`src/rtl/uart_fifo_regs.sv`:
```
// UART register block: CPU-facing config/status registers, RX and TX byte FIFOs,
// a TX dispatch FSM feeding the TX engine, sticky overrun flags and a level irq.
module uart_fifo_regs #(
  parameter int          RX_DEPTH = 16,
  parameter int          TX_DEPTH = 16,
  parameter logic [15:0] CBP_RST  = 16'd868
) (
  input  logic        clk_i,
  input  logic        rst_i,
  input  logic        write_bus,
  input  logic        read_bus,
  input  logic [3:0]  be_bus,
  input  logic [31:0] addr_bus,
  input  logic [31:0] data_i_bus,
  output logic [31:0] data_o_bus,
  input  logic [7:0]  rx_data_i,
  input  logic        rx_done_i,
  input  logic        tx_done_i,
  output logic [15:0] cbp_o,
  output logic [1:0]  stop_bits_o,
  output logic [7:0]  tx_data_o,
  output logic        tx_start_o,
  output logic        irq_o
);

  localparam int RX_AW = $clog2(RX_DEPTH);
  localparam int TX_AW = $clog2(TX_DEPTH);
  localparam int RX_CW = RX_AW + 1;
  localparam int TX_CW = TX_AW + 1;
  localparam logic [RX_CW-1:0] RX_FULL_CNT = RX_CW'(RX_DEPTH);
  localparam logic [TX_CW-1:0] TX_FULL_CNT = TX_CW'(TX_DEPTH);

  typedef enum logic [0:0] {ST_IDLE = 1'b0, ST_BUSY = 1'b1} tx_state_e;

  logic [7:0]       rx_mem_q [RX_DEPTH];
  logic [7:0]       tx_mem_q [TX_DEPTH];
  logic [RX_AW-1:0] rx_wptr_q, rx_wptr_d, rx_rptr_q, rx_rptr_d;
  logic [TX_AW-1:0] tx_wptr_q, tx_wptr_d, tx_rptr_q, tx_rptr_d;
  logic [RX_CW-1:0] rx_cnt_q, rx_cnt_d;
  logic [TX_CW-1:0] tx_cnt_q, tx_cnt_d;
  logic [15:0]      cbp_q, cbp_d;
  logic [1:0]       stop_q, stop_d;
  logic             en_q, en_d, rx_ie_q, rx_ie_d, tx_ie_q, tx_ie_d;
  logic             rx_ovf_q, rx_ovf_d, tx_ovf_q, tx_ovf_d;
  logic             irq_q, irq_d;
  logic [7:0]       tx_data_q, tx_data_d;
  tx_state_e        state_q, state_d;

  logic [2:0] word_s;
  logic       in_range_s, reg_wr_s, cfg_wr_s;
  logic       rx_empty_s, rx_full_s, rx_pop_s, rx_push_s, rx_ovf_evt_s;
  logic       tx_empty_s, tx_full_s, tx_wr_s, tx_push_s, tx_ovf_evt_s, tx_start_s;
  logic       unused_s;

  assign unused_s = ^{addr_bus[1:0], be_bus[3:2], data_i_bus[31:16]};

  // Address decode, FIFO handshakes and TX dispatch decision
  always_comb begin
    word_s       = addr_bus[4:2];
    in_range_s   = (addr_bus[31:5] == 27'd0);
    reg_wr_s     = write_bus & in_range_s;
    cfg_wr_s     = reg_wr_s & (word_s == 3'd4) & be_bus[0];
    rx_empty_s   = (rx_cnt_q == RX_CW'(0));
    rx_full_s    = (rx_cnt_q == RX_FULL_CNT);
    tx_empty_s   = (tx_cnt_q == TX_CW'(0));
    tx_full_s    = (tx_cnt_q == TX_FULL_CNT);
    rx_pop_s     = read_bus & in_range_s & (word_s == 3'd2) & ~rx_empty_s;
    // A full RX FIFO still accepts a byte when the CPU pops in the same cycle
    rx_push_s    = rx_done_i & (~rx_full_s | rx_pop_s);
    rx_ovf_evt_s = rx_done_i & rx_full_s & ~rx_pop_s;
    tx_wr_s      = reg_wr_s & (word_s == 3'd3) & be_bus[0];
    tx_push_s    = tx_wr_s & ~tx_full_s;
    tx_ovf_evt_s = tx_wr_s & tx_full_s;
    tx_start_s   = (state_q == ST_IDLE) & en_q & ~tx_empty_s;
  end

  assign tx_start_o  = tx_start_s;
  assign tx_data_o   = tx_start_s ? tx_mem_q[tx_rptr_q] : tx_data_q;
  assign cbp_o       = cbp_q;
  assign stop_bits_o = stop_q;
  assign irq_o       = irq_q;

  // Next-state for registers, FIFO bookkeeping and the TX FSM
  always_comb begin
    cbp_d     = cbp_q;
    stop_d    = stop_q;
    en_d      = en_q;
    rx_ie_d   = rx_ie_q;
    tx_ie_d   = tx_ie_q;
    state_d   = state_q;
    tx_data_d = tx_data_o;

    if (reg_wr_s && (word_s == 3'd0)) begin
      cbp_d[7:0]  = be_bus[0] ? data_i_bus[7:0]  : cbp_q[7:0];
      cbp_d[15:8] = be_bus[1] ? data_i_bus[15:8] : cbp_q[15:8];
    end else begin
      cbp_d = cbp_q;
    end

    if (reg_wr_s && (word_s == 3'd1) && be_bus[0]) begin
      stop_d = data_i_bus[1:0];
    end else begin
      stop_d = stop_q;
    end

    if (cfg_wr_s) begin
      en_d    = data_i_bus[0];
      rx_ie_d = data_i_bus[1];
      tx_ie_d = data_i_bus[2];
    end else begin
      en_d    = en_q;
      rx_ie_d = rx_ie_q;
      tx_ie_d = tx_ie_q;
    end

    // New overrun events win over a simultaneous write-1-to-clear
    rx_ovf_d = rx_ovf_evt_s | (rx_ovf_q & ~(cfg_wr_s & data_i_bus[3]));
    tx_ovf_d = tx_ovf_evt_s | (tx_ovf_q & ~(cfg_wr_s & data_i_bus[4]));

    rx_wptr_d = rx_push_s ? rx_wptr_q + RX_AW'(1) : rx_wptr_q;
    rx_rptr_d = rx_pop_s  ? rx_rptr_q + RX_AW'(1) : rx_rptr_q;
    rx_cnt_d  = rx_cnt_q + RX_CW'(rx_push_s) - RX_CW'(rx_pop_s);
    tx_wptr_d = tx_push_s  ? tx_wptr_q + TX_AW'(1) : tx_wptr_q;
    tx_rptr_d = tx_start_s ? tx_rptr_q + TX_AW'(1) : tx_rptr_q;
    tx_cnt_d  = tx_cnt_q + TX_CW'(tx_push_s) - TX_CW'(tx_start_s);

    case (state_q)
      ST_IDLE: state_d = tx_start_s ? ST_BUSY : ST_IDLE;
      ST_BUSY: state_d = tx_done_i ? ST_IDLE : ST_BUSY;
      default: state_d = ST_IDLE;
    endcase

    irq_d = (rx_ie_q & ~rx_empty_s) | (tx_ie_q & tx_empty_s & (state_q == ST_IDLE))
          | rx_ovf_q | tx_ovf_q;
  end

  // State registers with synchronous reset
  always_ff @(posedge clk_i) begin
    if (rst_i) begin
      cbp_q     <= CBP_RST;
      stop_q    <= 2'd0;
      en_q      <= 1'b0;
      rx_ie_q   <= 1'b0;
      tx_ie_q   <= 1'b0;
      rx_ovf_q  <= 1'b0;
      tx_ovf_q  <= 1'b0;
      irq_q     <= 1'b0;
      tx_data_q <= 8'd0;
      state_q   <= ST_IDLE;
      rx_wptr_q <= '0;
      rx_rptr_q <= '0;
      rx_cnt_q  <= '0;
      tx_wptr_q <= '0;
      tx_rptr_q <= '0;
      tx_cnt_q  <= '0;
    end else begin
      cbp_q     <= cbp_d;
      stop_q    <= stop_d;
      en_q      <= en_d;
      rx_ie_q   <= rx_ie_d;
      tx_ie_q   <= tx_ie_d;
      rx_ovf_q  <= rx_ovf_d;
      tx_ovf_q  <= tx_ovf_d;
      irq_q     <= irq_d;
      tx_data_q <= tx_data_d;
      state_q   <= state_d;
      rx_wptr_q <= rx_wptr_d;
      rx_rptr_q <= rx_rptr_d;
      rx_cnt_q  <= rx_cnt_d;
      tx_wptr_q <= tx_wptr_d;
      tx_rptr_q <= tx_rptr_d;
      tx_cnt_q  <= tx_cnt_d;
    end
  end

  // FIFO storage; contents are don't-care until counted in
  always_ff @(posedge clk_i) begin
    if (rx_push_s) rx_mem_q[rx_wptr_q] <= rx_data_i;
    if (tx_push_s) tx_mem_q[tx_wptr_q] <= data_i_bus[7:0];
  end

  // Combinational read mux
  always_comb begin
    data_o_bus = 32'd0;
    if (in_range_s) begin
      case (word_s)
        3'd0:    data_o_bus = {16'd0, cbp_q};
        3'd1:    data_o_bus = {30'd0, stop_q};
        3'd2:    data_o_bus = rx_empty_s ? 32'd0 : {24'd0, rx_mem_q[rx_rptr_q]};
        3'd4:    data_o_bus = {20'd0, tx_full_s, tx_empty_s, rx_full_s, rx_empty_s, 3'd0,
                               tx_ovf_q, rx_ovf_q, tx_ie_q, rx_ie_q, en_q};
        3'd5:    data_o_bus = {{(16-TX_CW){1'b0}}, tx_cnt_q, {(16-RX_CW){1'b0}}, rx_cnt_q};
        default: data_o_bus = 32'd0;
      endcase
    end else begin
      data_o_bus = 32'd0;
    end
  end

endmodule

```
`config.mk`:
```
export PLATFORM = sky130hd
export DESIGN_NAME = uart_fifo_regs
export DESIGN_NICKNAME = d
export VERILOG_FILES = /design/src/rtl/uart_fifo_regs.sv
export SDC_FILE = /design/constraint.sdc
export NUM_CORES = 1
export LEC_CHECK = 0
export CAP_MARGIN = 10
export CORE_MARGIN = 1.5
export CORE_UTILIZATION = 53
export CTS_BUF_LIST = sky130_fd_sc_hd__clkbuf_4
export DETAILED_ROUTE_END_ITERATION = 16
export MAX_ROUTING_LAYER = met4
export PLACE_DENSITY = 0.76
export SETUP_SLACK_MARGIN = 0.02
export SLEW_MARGIN = 10
export SYNTH_ARGS = -nofsm -noshare
export SYNTH_HDL_FRONTEND = slang
export SYNTH_SLANG_ARGS = --single-unit
```
`constraint.sdc`:
```
create_clock -name clk_i -period 3.4 [get_ports clk_i]
set_input_delay 0.68 -clock clk_i [delete_from_list [all_inputs] [get_ports clk_i]]
set_output_delay 0.68 -clock clk_i [all_outputs]
set_load 0.005 [all_outputs]
```
=== Word-level counts from Yosys, hierarchy flattened ===
Memories as Yosys holds them, arrays and structs flattened. A register that Yosys moved wholly into a read port is not among the register bits.
Index checks and enable logic that the tools add are counted.

* Register bits after elaboration: 59
* RAM bits: 256
* Input bits: 82
* Output and inout port bits: 60
* Logic and storage cells: 94
* Memories: 2

* $add $sub $neg: 8
* Equal/unequal tests: 7
* Mux-type cells: 15
* Bitwise logic cells: 36
* Reduce and logical (&&, ||, !) cells: 9

{| class="wikitable"
|+ Memory list
! memory !! words !! width !! read ports !! clocked after Yosys merged registers in !! write ports !! RTL line !! text
|-
| rx_mem_q || 16 || 8 || 1 || 1 || 1 || 35 || <nowiki>logic [7:0] rx_mem_q [RX_DEPTH];</nowiki>
|-
| tx_mem_q || 16 || 8 || 1 || 1 || 1 || 36 || <nowiki>logic [7:0] tx_mem_q [TX_DEPTH];</nowiki>
|}

{| class="wikitable"
|+ Operators by type and width
! operator !! count
|-
| one-hot mux 21 bit (5 select lines) || 1
|-
| two-way mux 32 bit || 1
|-
| zero test 27 bit || 1
|-
| AND 1 bit || 22
|-
| adder 4 x 1 -> 4 bit (second input constant) || 4
|-
| two-way mux 4 bit || 4
|-
| two-way mux 8 bit || 2
|-
| adder 5 x 1 -> 5 bit || 2
|-
| equality test 5 bit (second input constant) || 2
|-
| zero test 5 bit || 2
|-
| subtractor 5 x 1 -> 5 bit || 2
|-
| NOT 1 bit || 8
|-
| equality test 3 x 2 -> 1 bit (second input constant) || 2
|-
| equality test 3 bit (second input constant) || 2
|-
| two-way mux 1 bit || 6
|-
| OR 1 bit || 6
|-
| AND reduction 2 bit || 2
|-
| equality test 3 x 1 -> 1 bit (second input constant) || 1
|-
| logical AND 1 bit || 3
|-
| zero test 3 bit || 1
|-
| one-hot mux 1 bit (2 select lines) || 1
|}

=== Depth between registers and ports, before layout ===
* Word-level depth: 8
* Gate-level depth with buffers: 19
* Depth with buffers taken out: 17

=== Worst setup path before layout ===
Ideal clock, no wire load.

* Kind: input to register
* From: in addr_bus[25]
* To: reg rx_cnt_q[4]
* Library setup time: 0.070 ns
* Arrival time: 3.341 ns
* Required time: 3.330 ns
* Slack: -0.012 ns
* Stages on the path: 16
* Cell sequence: nor4_1 > nand4_1 > or4_1 > buf_6 > a21boi_4 > inv_2 > ha_1 > inv_1 > ha_1 > inv_1 > fa_1 > inv_1 > a21oi_1 > nor2_1 > or3_1 > a21oi_1

* Word-level cells in the longest chain between the ends: 8

{| class="wikitable"
|+ RTL lines
! what !! RTL line !! text
|-
| start: declaration || 13 || <nowiki>input logic [31:0] addr_bus,</nowiki>
|-
| zero test 27 bit * || 60 || <nowiki>in_range_s = (addr_bus[31:5] == 27'd0);</nowiki>
|-
| AND 1 bit * (3 in series) || 67 || <nowiki>rx_pop_s = read_bus & in_range_s & (word_s == 3'd2) & ~rx_empty_s;</nowiki>
|-
| OR 1 bit || 69 || <nowiki>rx_push_s = rx_done_i & (~rx_full_s | rx_pop_s);</nowiki>
|-
| AND 1 bit || 69 ||
|-
| adder 5 x 1 -> 5 bit || 122 || <nowiki>rx_cnt_d = rx_cnt_q + RX_CW'(rx_push_s) - RX_CW'(rx_pop_s);</nowiki>
|-
| subtractor 5 x 1 -> 5 bit * || 122 ||
|-
| end signal: assignment || 169 || <nowiki>rx_cnt_q <= rx_cnt_d;</nowiki>
|-
| end: declaration || 39 || <nowiki>logic [RX_CW-1:0] rx_cnt_q, rx_cnt_d;</nowiki>
|}

Every way passes the cells marked *; elsewhere a longest branch is shown, timed or not.
A chain may end at the register's enable or synchronous reset.

=== Final worst setup path ===
* From: in addr_bus[19]
* To: reg rx_cnt_q[4]

Same word-level chain as after synthesis.

==> qor.yml <==
core_area_mm2: 0.0250
finalHoldViolations: 0
tightestPinTransition_ns: 0.778
setup_ws_ns: 0.0320
yosysSeqAreaShare_pct: 67.2
p_sw_mw: 1.93
power_mw: 8.34
critPathMaxFanout: 2
n_fill_cell: 1648
port_buffers: 110
die-area_mm2: 0.0263
fin_crit_sh_pct: 99.1
synthTopCellsByArea: "edfxtp_1 57%, mux4_2 11%, dfxtp_1 10%"
drive_above_1_share_pct: 36.4
cts_sinks: 323
gp_congestion: 0.879
synthesis.area_mm2: 0.0134
clkPwrFrac_pct: 39.8
intPower_mw: 6.42
slew_headroom_pct: 48.0
finalSetupViolCount: 0
drt-pass1-iter-count: 5
syn_inst: 856
max_cap_violations: 0
fin_setup_tns_ns: 0
synth_edf_count: 256
grt.total_usage_pct: 25.6
cts.clk_slew.worst_paths_ns: 0.06
die_y_um: 162
rows: 58
peakVddDrop_mv: 0.420
via_per_inst: 5.61
grt_pass1_vias: 8643
h-tree-depth: 3
drt-wirelength-per-cell_um: 20.9
antenna_found_initial: 1
power.density_mw_per_mm2: 481
place_area_mm2: 0.0154
grt_pass1_wl_um: 48200
dpl.hpwl_um: 19700
grt_max_degree: 67
synth-warning-count: 0
insertion_delay_ns: 0.72
slew_viol_final: 0
critPathLaunchType: "input port"
synth_top_area_share_pct: 57.2
outcome: "complete, no violations"
synth_seq_cells: 323
holdBufCountCts: 0
cp.arrival_ns: 3.98
final_area_mm2: 0.0173
pre_cts_ws_ns: -0.606
grt_setup_unrepaired: "true"
synth_cell_types: 60
skew_ns: 0.0349
seqCellArea_mm2: 0.00904
hold_path.class: "input port to flip-flop"
clockBufferDepth: 3
sequentialPowerShare_pct: 52.2
ys.flop_type: "edfxtp_1"
ant_nets: 0
critPathCaptureType: "flip-flop"
fmax_mhz: 297
wl_um: 31800
fin_crit_ns: 3.37
drc: 0
crit_type: "input port to flip-flop"
avgSynthCellArea_um2: 15.7
place_inst: 1327
yosysTopAreaCell: "edfxtp_1"
required_ns: 4.02
cts_root_buffer: "clkbuf_4"
initial_core_util_pct: 53.7
cts_made_buffers: 81
utilization_pct: 69.2
drt_iter0_drc: 628
cts_tree: "yes"
async_flop_share_pct: 0
leakagePower_nw: 6.25
yosysMostFrequentCell: "edfxtp_1"
grt_overflow: 0
io_pins: 142
vias: 8534
final_cells: 1521
p_comb_share_pct: 8.0
nNetsFinal: 1235
synth_common_cells: "256 x edfxtp_1, 69 x nor2_1, 67 x dfxtp_1"
multi_input_area_mm2: 0.00437
sw_frac_of_total_pct: 23.1
holdWs_ns: 0.306
area_growth_pct: 29.0
fp.dieW_um: 162
[flip-flops by register name (all words and copies together), names as in the netlist, 2 cells and up, named ones only]
signal and cells:
rx_mem_q 128, tx_wptr_q 4, cbp_o 16, stop_bits_o 2, rx_rptr_q 4, tx_cnt_q 5, tx_data_q 8, tx_rptr_q 4
rx_wptr_q 4, tx_mem_q 128, rx_cnt_q 5
[cells by family (layout without fill, tap and decap cells)]
family                   count (synthesis)  in the layout  synth area share, %
buffers and inverters                   83            407                 3.00
AND/OR/NAND/NOR                        238            238                 8.89
XOR/XNOR                                13             13                0.848
AO/OA/AOI/OAI                           64             64                 3.11
other                                    1             12               0.0279
multiplexers                           110            110                 14.6
flip-flops                             323            323                 67.2
adder cells (fa/ha/maj)                 24             24                 2.35
[power by group through the flow]
stage	clock, mW	combinational, mW	sequential [mW]
5_1_grt	3.60	0.713	4.36
4_1_cts	3.39	0.588	4.35
2_1_floorplan	0	0.288	4.43
3_3_place_gp	0	0.538	4.44
6_report	3.32	0.663	4.36
3_5_place_dp	0	0.548	4.44
[worst paths after layout]
kind | start | endpoint | slack, ns | cells past startpoint
worst min register to register | state_q | state_q | 0.48 | 2
worst min-delay path | rst_i | cbp_o[2] | 0.31 | 3
worst max-delay path | addr_bus[19] | rx_cnt_q[4] | 0.03 | 18
worst max register to register | rx_cnt_q[3] | rx_cnt_q[4] | 0.20 | 17
[per-layer routing]
| layer | wire length, um | vias up | part of all wire [%] | GRT usage [%] |
|---|---|---|---|---|
| li1 | - | 3865 | - | - |
| met1 | 12100 | 4217 | 38 | 29.4 |
| met2 | 16400 | 357 | 51 | 42.4 |
| met3 | 2060 | 95 | 6.5 | 5.67 |
| met4 | 1290 | 0 | 4.1 | 13.2 |
| met5 | 0 | - | 0 | - |
[final cells by class]
type	count	area share, %
Sequential cell	323	52.2
Multi-Input combinational cell	460	25.2
Timing Repair Buffer	235	13.4
Clock buffer	127	5.50
Tap cell	330	2.38
Clock inverter	17	0.678
Inverter	28	0.650
Antenna cell	1	0.0144
[what timing repair did]
item                                    in CTS  in global routing
resized for setup                          103                 67
setup buffers                               30                 15
gates cloned                                 5                  0
endpoints found under the setup margin      30                 25
pin swaps                                   14                 32
[critical path: stages]
cell	delay [ns]
clkdlybuf4s50_1	0.40
nor4_1	0.24
nand4_1	0.15
buf_6	0.16
buf_4	0.12
or4_4	0.53
a21boi_4	0.16
inv_2	0.07
ha_4	0.26
inv_2	0.04
ha_4	0.15
inv_2	0.05
fa_2	0.21
inv_2	0.04
a21oi_2	0.12
nor2_1	0.07
or3_1	0.39
a21oi_2	0.14
[placed cells by master (no fill, tap or decap), drive strengths merged, types with 25 or more instances in the layout]
cell / instances
nand2: 53
nor2: 70
buf: 128
clkdlybuf4s50: 70
inv: 30
mux4: 66
nand3: 29
clkbuf: 136
dfxtp: 67
edfxtp: 256
mux2i: 25
Power figures use the tool's default switching activity.
